$ cat config.mk
export PLATFORM = sky130hd
export DESIGN_NAME = dot_product_seq
export DESIGN_NICKNAME = d
export VERILOG_FILES = /design/src/rtl/dot_product_seq.sv
export SDC_FILE = /design/constraint.sdc
export NUM_CORES = 1
export LEC_CHECK = 0
export ABC_AREA = 1
export CAP_MARGIN = 10
export CORE_UTILIZATION = 48
export DETAILED_ROUTE_END_ITERATION = 6
export PLACE_DENSITY = 0.85
export SKIP_CTS_REPAIR_TIMING = 1
export SLEW_MARGIN = 20
export SYNTH_ARGS = -nofsm -noshare
export SYNTH_HDL_FRONTEND = slang
export SYNTH_SLANG_ARGS = --single-unit
$ cat constraint.sdc
create_clock -name clk -period 7.4 [get_ports clk]
set_clock_uncertainty 0.05 [all_clocks]
set_input_delay 1.11 -clock clk [delete_from_list [all_inputs] [get_ports clk]]
set_output_delay 1.11 -clock clk [all_outputs]
set_load 0.02 [all_outputs]
$ cat src/rtl/dot_product_seq.sv
// Sequencer that streams pixel/weight memory words into DotProductSt one beat per cycle,
// waits out the datapath latency and returns one result per neuron on a valid/ready port.
module dot_product_seq #(
  parameter int PIXEL_N     = 10,
  parameter int PARALLEL    = 1,
  parameter int NEURON_N    = 3,
  parameter int PIXEL_SIZE  = 10,
  parameter int WEIGHT_SIZE = 19,
  parameter int VAL_SIZE    = 26,
  parameter int DP_LATENCY  = 8,
  localparam int BEATS = PIXEL_N / PARALLEL,
  localparam int PAW   = (BEATS > 1) ? $clog2(BEATS) : 1,
  localparam int WAW   = (NEURON_N * BEATS > 1) ? $clog2(NEURON_N * BEATS) : 1,
  localparam int IW    = (NEURON_N > 1) ? $clog2(NEURON_N) : 1
) (
  input  logic                            clk,
  input  logic                            GlobalReset,
  input  logic                            start,
  output logic                            busy,
  output logic                            done,
  output logic [PAW-1:0]                  pix_addr,
  input  logic [PARALLEL*PIXEL_SIZE-1:0]  pix_rd_data,
  output logic [WAW-1:0]                  wgt_addr,
  input  logic [PARALLEL*WEIGHT_SIZE-1:0] wgt_rd_data,
  output logic [PARALLEL*PIXEL_SIZE-1:0]  dp_pixels,
  output logic [PARALLEL*WEIGHT_SIZE-1:0] dp_weights,
  output logic                            dp_first,
  output logic                            dp_last,
  input  logic [VAL_SIZE-1:0]             dp_value,
  output logic                            res_valid,
  input  logic                            res_ready,
  output logic [VAL_SIZE-1:0]             res_data,
  output logic [IW-1:0]                   res_idx
);

  localparam int DW = (DP_LATENCY > 1) ? $clog2(DP_LATENCY) : 1;
  localparam logic [PAW-1:0] LAST_B = PAW'(BEATS - 1);
  localparam logic [IW-1:0]  LAST_N = IW'(NEURON_N - 1);

  // IDLE: wait for start | STREAM: issue addresses | DRAIN: wait out latency | OUTPUT: hold result
  typedef enum logic [1:0] {S_IDLE, S_STREAM, S_DRAIN, S_OUTPUT} state_t;

  state_t                            r_state;
  logic [PAW-1:0]                    r_b;
  logic [WAW-1:0]                    r_wa;
  logic [IW-1:0]                     r_n;
  logic                              r_v1, r_v2, r_f1, r_f2, r_l1, r_l2;
  logic [DW-1:0]                     r_cnt;
  logic                              r_arm;
  logic                              r_busy, r_done, r_res_valid;
  logic [VAL_SIZE-1:0]               r_res_data;
  logic [IW-1:0]                     r_res_idx;
  logic [PARALLEL*PIXEL_SIZE-1:0]    r_dp_pix;
  logic [PARALLEL*WEIGHT_SIZE-1:0]   r_dp_wgt;
  logic                              r_dp_first, r_dp_last;

  logic [PAW-1:0] w_b_next;
  logic           w_last_beat;
  logic           w_last_n;

  assign w_b_next    = r_b + PAW'(1);
  assign w_last_beat = (r_b == LAST_B);
  assign w_last_n    = (r_n == LAST_N);

  always_ff @(posedge clk or posedge GlobalReset) begin
    if (GlobalReset) begin
      r_state     <= S_IDLE;
      r_b         <= '0;
      r_wa        <= '0;
      r_n         <= '0;
      r_v1        <= 1'b0;
      r_f1        <= 1'b0;
      r_l1        <= 1'b0;
      r_cnt       <= '0;
      r_arm       <= 1'b0;
      r_busy      <= 1'b0;
      r_done      <= 1'b0;
      r_res_valid <= 1'b0;
      r_res_data  <= '0;
      r_res_idx   <= '0;
    end else begin
      r_done <= 1'b0;
      case (r_state)
        S_IDLE: begin
          if (start) begin
            r_state <= S_STREAM;
            r_busy  <= 1'b1;
            r_n     <= '0;
            r_b     <= '0;
            r_wa    <= '0;
            r_v1    <= 1'b1;
            r_f1    <= 1'b1;
            r_l1    <= 1'(BEATS == 1);
          end
        end
        S_STREAM: begin
          r_f1 <= 1'b0;
          if (w_last_beat) begin
            r_state <= S_DRAIN;
            r_v1    <= 1'b0;
            r_l1    <= 1'b0;
          end else begin
            r_b  <= w_b_next;
            r_wa <= r_wa + WAW'(1);
            r_l1 <= (w_b_next == LAST_B);
          end
        end
        S_DRAIN: begin
          // The latency count is referenced to the last beat actually reaching the datapath.
          if (r_dp_last) begin
            r_cnt <= DW'(DP_LATENCY - 1);
            r_arm <= 1'b1;
          end else if (r_arm) begin
            if (r_cnt == '0) begin
              r_arm       <= 1'b0;
              r_res_data  <= dp_value;
              r_res_idx   <= r_n;
              r_res_valid <= 1'b1;
              r_state     <= S_OUTPUT;
            end else begin
              r_cnt <= r_cnt - DW'(1);
            end
          end
        end
        S_OUTPUT: begin
          if (res_ready) begin
            r_res_valid <= 1'b0;
            if (w_last_n) begin
              r_state <= S_IDLE;
              r_busy  <= 1'b0;
              r_done  <= 1'b1;
            end else begin
              r_state <= S_STREAM;
              r_n     <= r_n + IW'(1);
              r_b     <= '0;
              r_wa    <= r_wa + WAW'(1);
              r_v1    <= 1'b1;
              r_f1    <= 1'b1;
              r_l1    <= 1'(BEATS == 1);
            end
          end
        end
        default: r_state <= S_IDLE;
      endcase
    end
  end

  // Memory read latency is one cycle, so beat markers lag the address by two stages.
  always_ff @(posedge clk or posedge GlobalReset) begin
    if (GlobalReset) begin
      r_v2       <= 1'b0;
      r_f2       <= 1'b0;
      r_l2       <= 1'b0;
      r_dp_pix   <= '0;
      r_dp_wgt   <= '0;
      r_dp_first <= 1'b0;
      r_dp_last  <= 1'b0;
    end else begin
      r_v2 <= r_v1;
      r_f2 <= r_f1;
      r_l2 <= r_l1;
      if (r_v2) begin
        r_dp_pix   <= pix_rd_data;
        r_dp_wgt   <= wgt_rd_data;
        r_dp_first <= r_f2;
        r_dp_last  <= r_l2;
      end else begin
        r_dp_pix   <= '0;
        r_dp_wgt   <= '0;
        r_dp_first <= 1'b0;
        r_dp_last  <= 1'b0;
      end
    end
  end

  assign busy       = r_busy;
  assign done       = r_done;
  assign pix_addr   = r_b;
  assign wgt_addr   = r_wa;
  assign dp_pixels  = r_dp_pix;
  assign dp_weights = r_dp_wgt;
  assign dp_first   = r_dp_first;
  assign dp_last    = r_dp_last;
  assign res_valid  = r_res_valid;
  assign res_data   = r_res_data;
  assign res_idx    = r_res_idx;

endmodule

==> results.txt, run 1 <==
----------------------------------------------------
[Power and ir drop]
  Share of power burned in registers ... 0.439
  Net switching power ... 0.415 mW
  Net Sw Frac ... 0.337
  Leakage ... 2.38 nW
  Gate power share ... 0.296
  Internal power ... 0.815 mW
  Share of total power in the clock network ... 0.265
  Pwr per Cell Area ... 239 nW/um2
  Worst-case vdd ir drop ... 247 uV

[Detailed routing]
  Antenna viol nets, final ... 0
  Average via count per standard cell ... 4.85
  Via count ... 3023
  WL final ... 8300 um
  Average wire length per cell after detail routing ... 13.3 um
  First DRT Iteration DRCs ... 152
  Number of iterations in the first detailed-routing pass ... 4
  # DRC ... 0

[Place]
  Post-detailed-placement cell area ... 4940 um2
  Final HPWL DP ... 5950 um
  Number of I/O port buffers ... 129
  Routability-driven placement congestion ratio ... 0.843

[STA]
  Max-slew violations ... 0
  Total of endpoints with negative setup slack in the final report ... 0
  Final critical path time including I/O delays and setup ... 2.67 ns
  Worst slew margin relative to its limit ... 0.367
  Highest Clock Rate ... 0.375 GHz
  Final period utilization ... 0.360
  Tightest Pin Transition ... 0.950 ns
  Unrepaired setup endpoints after global routing ... no
  Final hold violations ... 0
  Final total negative setup slack ... 0 ns

[Synthesis]
  Mean cell area of the mapped netlist ... 9.20 um2
  Synth warn ... 0
  Yosys cell types ... 29
  Post-Syn Instances ... 390
  Post-synthesis register bit count ... 85
  Post-synthesis sequential area ratio ... 0.593
  Number of nets produced by synthesis ... 460
  Synthesized area ... 3590 um2

[Global route]
  Pin count of the biggest net entering global routing ... 86
  Number of global-route vias before repair ... 2909
  Overall track demand over capacity in global routing ... 0.221
  First-pass GRT wire length ... 13000 um
  Overflow left after global routing ... 0
  Antenna violations before repair ... 0

[Die]
  Site Rows ... 31
  Chip width ... 88.5 um
  I/O pins ... 130
  Die Height ... 88.5 um
  Starting density of the core ... 0.495
  Core region area ... 7250 um2
  Die Outline Area ... 7830 um2

[Run]
  Max Cap Viol ... 0

[Setup path]
  Required time worst endpoint ... 6.24 ns
  Worst path cell trace ... clkdlybuf4s50_1
  Cell family with the largest share of critical-path delay ... buffers and inverters
  Max stage delay cell, worst path ... sky130_fd_sc_hd__clkdlybuf4s50_1
  Instance count on the critical path ... 1
  Worst path max stage delay ... 0.67 ns
  Startpoint of the worst-slack reg-to-reg timing path ... r_state[0]
  Endpoint of the worst register-to-register path ... res_valid
  Arrival time worst endpoint ... 1.51 ns
  Buffers and inverters on the worst path ... 1
  Worst Setup End Kind ... primary output
  Worst setup SP type ... flop
  Register-to-Register Path Depth ... 6
  Critical-path maximum fanout ... 8
  Reg-to-reg setup timing slack ... 5.39 ns
  Type of the worst setup path ... reg -> out

[Min path]
  Type of the tightest min-delay check ... reg -> reg
  Worst Hold Depth ... 0
  Hold endpoint ... r_v2
  Launch instance of the worst min-delay path ... r_v1

[Layout]
  Final net count ... 590
  Area growth from synthesis to layout ... 43.2%
  Diodes inserted ... 0
  Design Area, Final ... 5140 um2
  Ratio of cells with drive above 1 in the final layout ... 0.0706
  Fill cell total of the finished layout ... 517

[CTS]
  Maximum clock path buffer count ... 2
  Number of clock sinks seen by CTS ... 85
  Library cell used as clock root buffer ... sky130_fd_sc_hd__clkbuf_8
  Clk Latency, worst-skew pair ... 0.35 ns
  Clock buffer count from CTS ... 9
  Number of H-tree branching levels ... 3
  CTS tree ... done
  Clock transition time at the flip-flop clock pins of the worst setup and hold paths ... 0.08 ns

[Status]
  Run status ... completed

----------------------------------------------------
[cells by family after synthesis]
group                    count (synthesis)  synth area share
adder cells (fa/ha/maj)                 11            0.0383
buffers and inverters                   68            0.0805
flip-flops                              85             0.593
AO/OA/AOI/OAI                           42            0.0690
AND/OR/NAND/NOR                        184             0.220
[cell usage in the layout, fill, tap and decap left out, types with 2 or more instances in the layout]
cell / count
sky130_fd_sc_hd__clkbuf_8: 10
sky130_fd_sc_hd__clkdlybuf4s50_1: 129
sky130_fd_sc_hd__inv_2: 2
sky130_fd_sc_hd__clkinv_4: 2
sky130_fd_sc_hd__or2_2: 2
sky130_fd_sc_hd__nand2_2: 5
sky130_fd_sc_hd__nor2_1: 11
sky130_fd_sc_hd__nand3_1: 13
sky130_fd_sc_hd__nand2_1: 141
sky130_fd_sc_hd__ha_1: 11
sky130_fd_sc_hd__o21ai_1: 2
sky130_fd_sc_hd__dfrtp_1: 85
sky130_fd_sc_hd__o21ai_0: 30
sky130_fd_sc_hd__o21ai_2: 4
sky130_fd_sc_hd__nand4_1: 6
sky130_fd_sc_hd__a21oi_2: 2
sky130_fd_sc_hd__inv_1: 54
[synth_stat cells]
cell type	number	area [um2]
sky130_fd_sc_hd__nand2_1	141	529
sky130_fd_sc_hd__dfrtp_1	85	2130
sky130_fd_sc_hd__inv_1	55	206
sky130_fd_sc_hd__o21ai_0	30	150
sky130_fd_sc_hd__nand3_1	13	65.1
sky130_fd_sc_hd__ha_1	11	138
sky130_fd_sc_hd__nor2_1	11	41.3
sky130_fd_sc_hd__nand4_1	6	37.5
sky130_fd_sc_hd__nand2_2	5	31.3
sky130_fd_sc_hd__clkbuf_1	4	15.0
sky130_fd_sc_hd__o21ai_2	4	35.0
sky130_fd_sc_hd__clkbuf_2	3	15.0
sky130_fd_sc_hd__a21oi_2	2	17.5
sky130_fd_sc_hd__buf_6	2	22.5
sky130_fd_sc_hd__inv_2	2	7.51
sky130_fd_sc_hd__o21ai_1	2	10.0
sky130_fd_sc_hd__or2_2	2	12.5
sky130_fd_sc_hd__a21oi_1	1	5.00
sky130_fd_sc_hd__a21oi_4	1	16.3
sky130_fd_sc_hd__buf_4	1	7.51
sky130_fd_sc_hd__buf_8	1	15.0
sky130_fd_sc_hd__nand2_4	1	11.3
sky130_fd_sc_hd__nand3_4	1	17.5
sky130_fd_sc_hd__nor2_2	1	6.26
sky130_fd_sc_hd__nor2_4	1	11.3
sky130_fd_sc_hd__nor2_8	1	20.0
sky130_fd_sc_hd__nor3_1	1	5.00
sky130_fd_sc_hd__o21bai_1	1	7.51
sky130_fd_sc_hd__o22ai_1	1	6.26
[per-stage QoR]
step / std cells / power (mW) / setup WS [ns] / hold WS, ns / util
after floorplan: 390 / 0.785 / 4.05 / 0.298 / -
after global placement: 608 / 0.898 / 4.87 / 0.311 / 0.681
after detailed placement: 608 / 0.909 / 4.85 / 0.307 / 0.681
after CTS: 623 / 1.24 / 4.72 / 0.326 / 0.708
after global routing: 623 / 1.31 / 4.67 / 0.344 / 0.709
final: 623 / 1.23 / 4.73 / 0.325 / 0.709
[registers in the layout, indices dropped and copies added (netlist names)]
name	count
res_data	26
r_f1	1
r_l2	1
r_v2	1
r_v1	1
dp_last	1
r_cnt	3
pix_addr	4
r_arm	1
done	1
res_idx	2
r_n	2
dp_first	1
r_f2	1
dp_weights	19
r_state	2
busy	1
res_valid	1
wgt_addr	5
dp_pixels	10
r_l1	1
[worst max-delay path by stage]
stage,start,endpoint,slack [ns]
floorplan,GlobalReset,busy,4.05
global placement,GlobalReset,busy,4.87
detailed placement,GlobalReset,wgt_addr[2],4.85
CTS,pix_addr[0],pix_addr[0],4.72
global route,pix_addr[0],pix_addr[0],4.67
finish,pix_addr[0],pix_addr[0],4.73
[routing by layer]
| metal | track usage | wire (um) | vias up |
|---|---|---|---|
| met5 | 0 | 0 | - |
| met4 | 0.0982 | 147 | 0 |
| met3 | 0.0420 | 496 | 16 |
| met2 | 0.388 | 4260 | 102 |
| met1 | 0.265 | 3390 | 1447 |
| li1 | - | - | 1458 |
[power groups by stage]
stage | combinational, mW | clock [mW] | sequential [mW]
final | 0.364 | 0.326 | 0.540
after global routing | 0.411 | 0.351 | 0.545
after CTS | 0.365 | 0.332 | 0.540
after detailed placement | 0.361 | 0 | 0.548
after global placement | 0.352 | 0 | 0.546
after floorplan | 0.212 | 0 | 0.573
[cell type report]
type	count	area, um2	area share
Sequential cell	85	2130	0.414
Timing Repair Buffer	130	1300	0.253
Multi-Input combinational cell	237	1170	0.228
Inverter	57	215	0.0419
Clock buffer	11	141	0.0275
Tap cell	99	124	0.0241
Clock inverter	4	56.3	0.0110
(Power assumes the default switching activity.)
==> run 2, diff against run 1 <==
--- a/config.mk
+++ b/config.mk
@@ -7,9 +7,9 @@
 export LEC_CHECK = 0
 export ABC_AREA = 1
 export CAP_MARGIN = 10
-export CORE_UTILIZATION = 48
+export CORE_UTILIZATION = 40
 export DETAILED_ROUTE_END_ITERATION = 6
-export PLACE_DENSITY = 0.85
+export PLACE_DENSITY = 0.76
 export SKIP_CTS_REPAIR_TIMING = 1
 export SLEW_MARGIN = 20
 export SYNTH_ARGS = -nofsm -noshare
==> constraint.sdc (replaced) <==
create_clock -name clk -period 2.4 [get_ports clk]
set_clock_uncertainty 0.05 [all_clocks]
set_input_delay 0.36 -clock clk [delete_from_list [all_inputs] [get_ports clk]]
set_output_delay 0.36 -clock clk [all_outputs]
set_load 0.02 [all_outputs]
==> results.txt, run 2 (synthesis results as in run 1) <==
----------------------------------------------------
[Setup path]
  Worst Setup End Kind ... flop
  Reg-to-reg setup timing slack ... 0.45 ns
  Startpoint of the worst-slack reg-to-reg timing path ... r_state[0]
  Register-to-Register Path Depth ... 6
  Endpoint of the worst register-to-register path ... res_valid
  Type of the worst setup path ... reg -> reg
  Worst setup SP type ... flop
  Critical-path maximum fanout ... 31
  Required time worst endpoint ... 2.62 ns
  Arrival time worst endpoint ... 2.17 ns

[STA]
  Tightest Pin Transition ... 0.940 ns
  Final critical path time including I/O delays and setup ... 1.95 ns
  Final hold violations ... 0
  Total of endpoints with negative setup slack in the final report ... 0
  Highest Clock Rate ... 0.513 GHz
  Max-slew violations ... 0
  Worst slew margin relative to its limit ... 0.373
  Unrepaired setup endpoints after global routing ... no
  Final period utilization ... 0.813
  Final total negative setup slack ... 0 ns

[Die]
  Starting density of the core ... 0.412
  Core region area ... 8720 um2
  Die Height ... 96.7 um
  I/O pins ... 130
  Site Rows ... 34
  Chip width ... 96.7 um
  Die Outline Area ... 9360 um2

[Detailed routing]
  # DRC ... 0
  Number of iterations in the first detailed-routing pass ... 4
  WL final ... 7870 um
  First DRT Iteration DRCs ... 127
  Average via count per standard cell ... 4.69
  Antenna viol nets, final ... 0
  Via count ... 2964
  Average wire length per cell after detail routing ... 12.5 um

[Power and ir drop]
  Pwr per Cell Area ... 748 nW/um2
  Worst-case vdd ir drop ... 541 uV
  Leakage ... 2.39 nW

[Place]
  Placed Cells ... 617
  Number of I/O port buffers ... 129
  Routability-driven placement congestion ratio ... 0.762
  Final HPWL DP ... 5680 um

[Min path]
  Launch instance of the worst min-delay path ... r_v1
  Worst Hold Depth ... 0
  Type of the tightest min-delay check ... reg -> reg
  Hold endpoint ... r_v2

[Layout]
  Diodes inserted ... 0
  Area growth from synthesis to layout ... 44.5%
  Ratio of cells with drive above 1 in the final layout ... 0.0725
  Top library cells by usage in the layout, fill and taps aside ... 141 x sky130_fd_sc_hd__nand2_1, 129 x sky130_fd_sc_hd__clkdlybuf4s50_1, 85 x sky130_fd_sc_hd__dfrtp_1
  Number of non-filler instances in the completed layout ... 632
  Final net count ... 590
  Max reg flops ... 26
  Most common library cell in the layout ignoring fill and taps ... sky130_fd_sc_hd__nand2_1

[CTS]
  Clock transition time at the flip-flop clock pins of the worst setup and hold paths ... 0.08 ns
  Number of H-tree branching levels ... 3
  Library cell used as clock root buffer ... sky130_fd_sc_hd__clkbuf_8
  CTS tree ... done
  Clk Latency, worst-skew pair ... 0.34 ns
  Maximum clock path buffer count ... 2
  Clock buffer count from CTS ... 9
  Number of clock sinks seen by CTS ... 85

[Status]
  Run status ... completed

[Global route]
  First-pass GRT wire length ... 13500 um
  Overall track demand over capacity in global routing ... 0.176
  Number of global-route vias before repair ... 2959
  Overflow left after global routing ... 0
  Pin count of the biggest net entering global routing ... 86
  Antenna violations before repair ... 0

[Run]
  Max Cap Viol ... 0

----------------------------------------------------
==> run 2: layer usage <==
layer / global-route usage / vias up / part of all wire
li1: - / 1449 / -
met5: 0 / - / 0
met3: 0.0383 / 14 / 0.045
met4: 0.0700 / 0 / 0.016
met2: 0.306 / 80 / 0.51
met1: 0.213 / 1421 / 0.42
==> run 2: report_power, final <==
group / internal (mW) / switching [mW]
Combinational: 0.446 / 0.674
Sequential: 1.56 / 0.104
Clock: 0.612 / 0.488
Total: 2.61 / 1.27
==> run 2: cell type report <==
type | instances | area, um2
fill | 758 | 3530
timing repair buffer | 130 | 1310
sequential | 85 | 2130
clock buffer | 10 | 138
inverter | 57 | 218
multi-input combinational | 237 | 1170
tap | 108 | 135
clock inverter | 5 | 85.1
==> run 2: worst max path at each step <==
stage	startpoint	endpoint	slack, ns	cells past startpoint
after floorplan	r_state[0]	pix_addr[0]	0.85	9
after global placement	r_state[0]	res_valid	0.51	6
after detailed placement	r_state[0]	res_valid	0.46	6
after CTS	r_state[0]	res_valid	0.43	6
after global routing	r_state[0]	res_valid	0.30	6
final	r_state[0]	res_valid	0.45	6
==> run 2: per-stage QoR <==
step           area (um2)   util  hold WS [ns]  setup WS, ns  power, mW
2_1_floorplan        3590      -         0.298         0.846       2.42
3_3_place_gp         4960  0.569         0.311         0.511       2.78
3_5_place_dp         4960  0.569         0.315         0.458       2.82
4_1_cts              5190  0.595         0.333         0.433       3.94
5_1_grt              5190  0.595         0.348         0.297       4.13
6_report             5190  0.595         0.331         0.449       3.88
==> run 2: worst max-delay path, stage by stage (launching register included) <==
cell and delay [ns]:
sky130_fd_sc_hd__dfrtp_1 0.43, sky130_fd_sc_hd__inv_1 0.13, sky130_fd_sc_hd__ha_1 0.30, sky130_fd_sc_hd__nand3_4 0.29, sky130_fd_sc_hd__nor2_8 0.43, sky130_fd_sc_hd__a21oi_1 0.12
sky130_fd_sc_hd__nor2_1 0.11
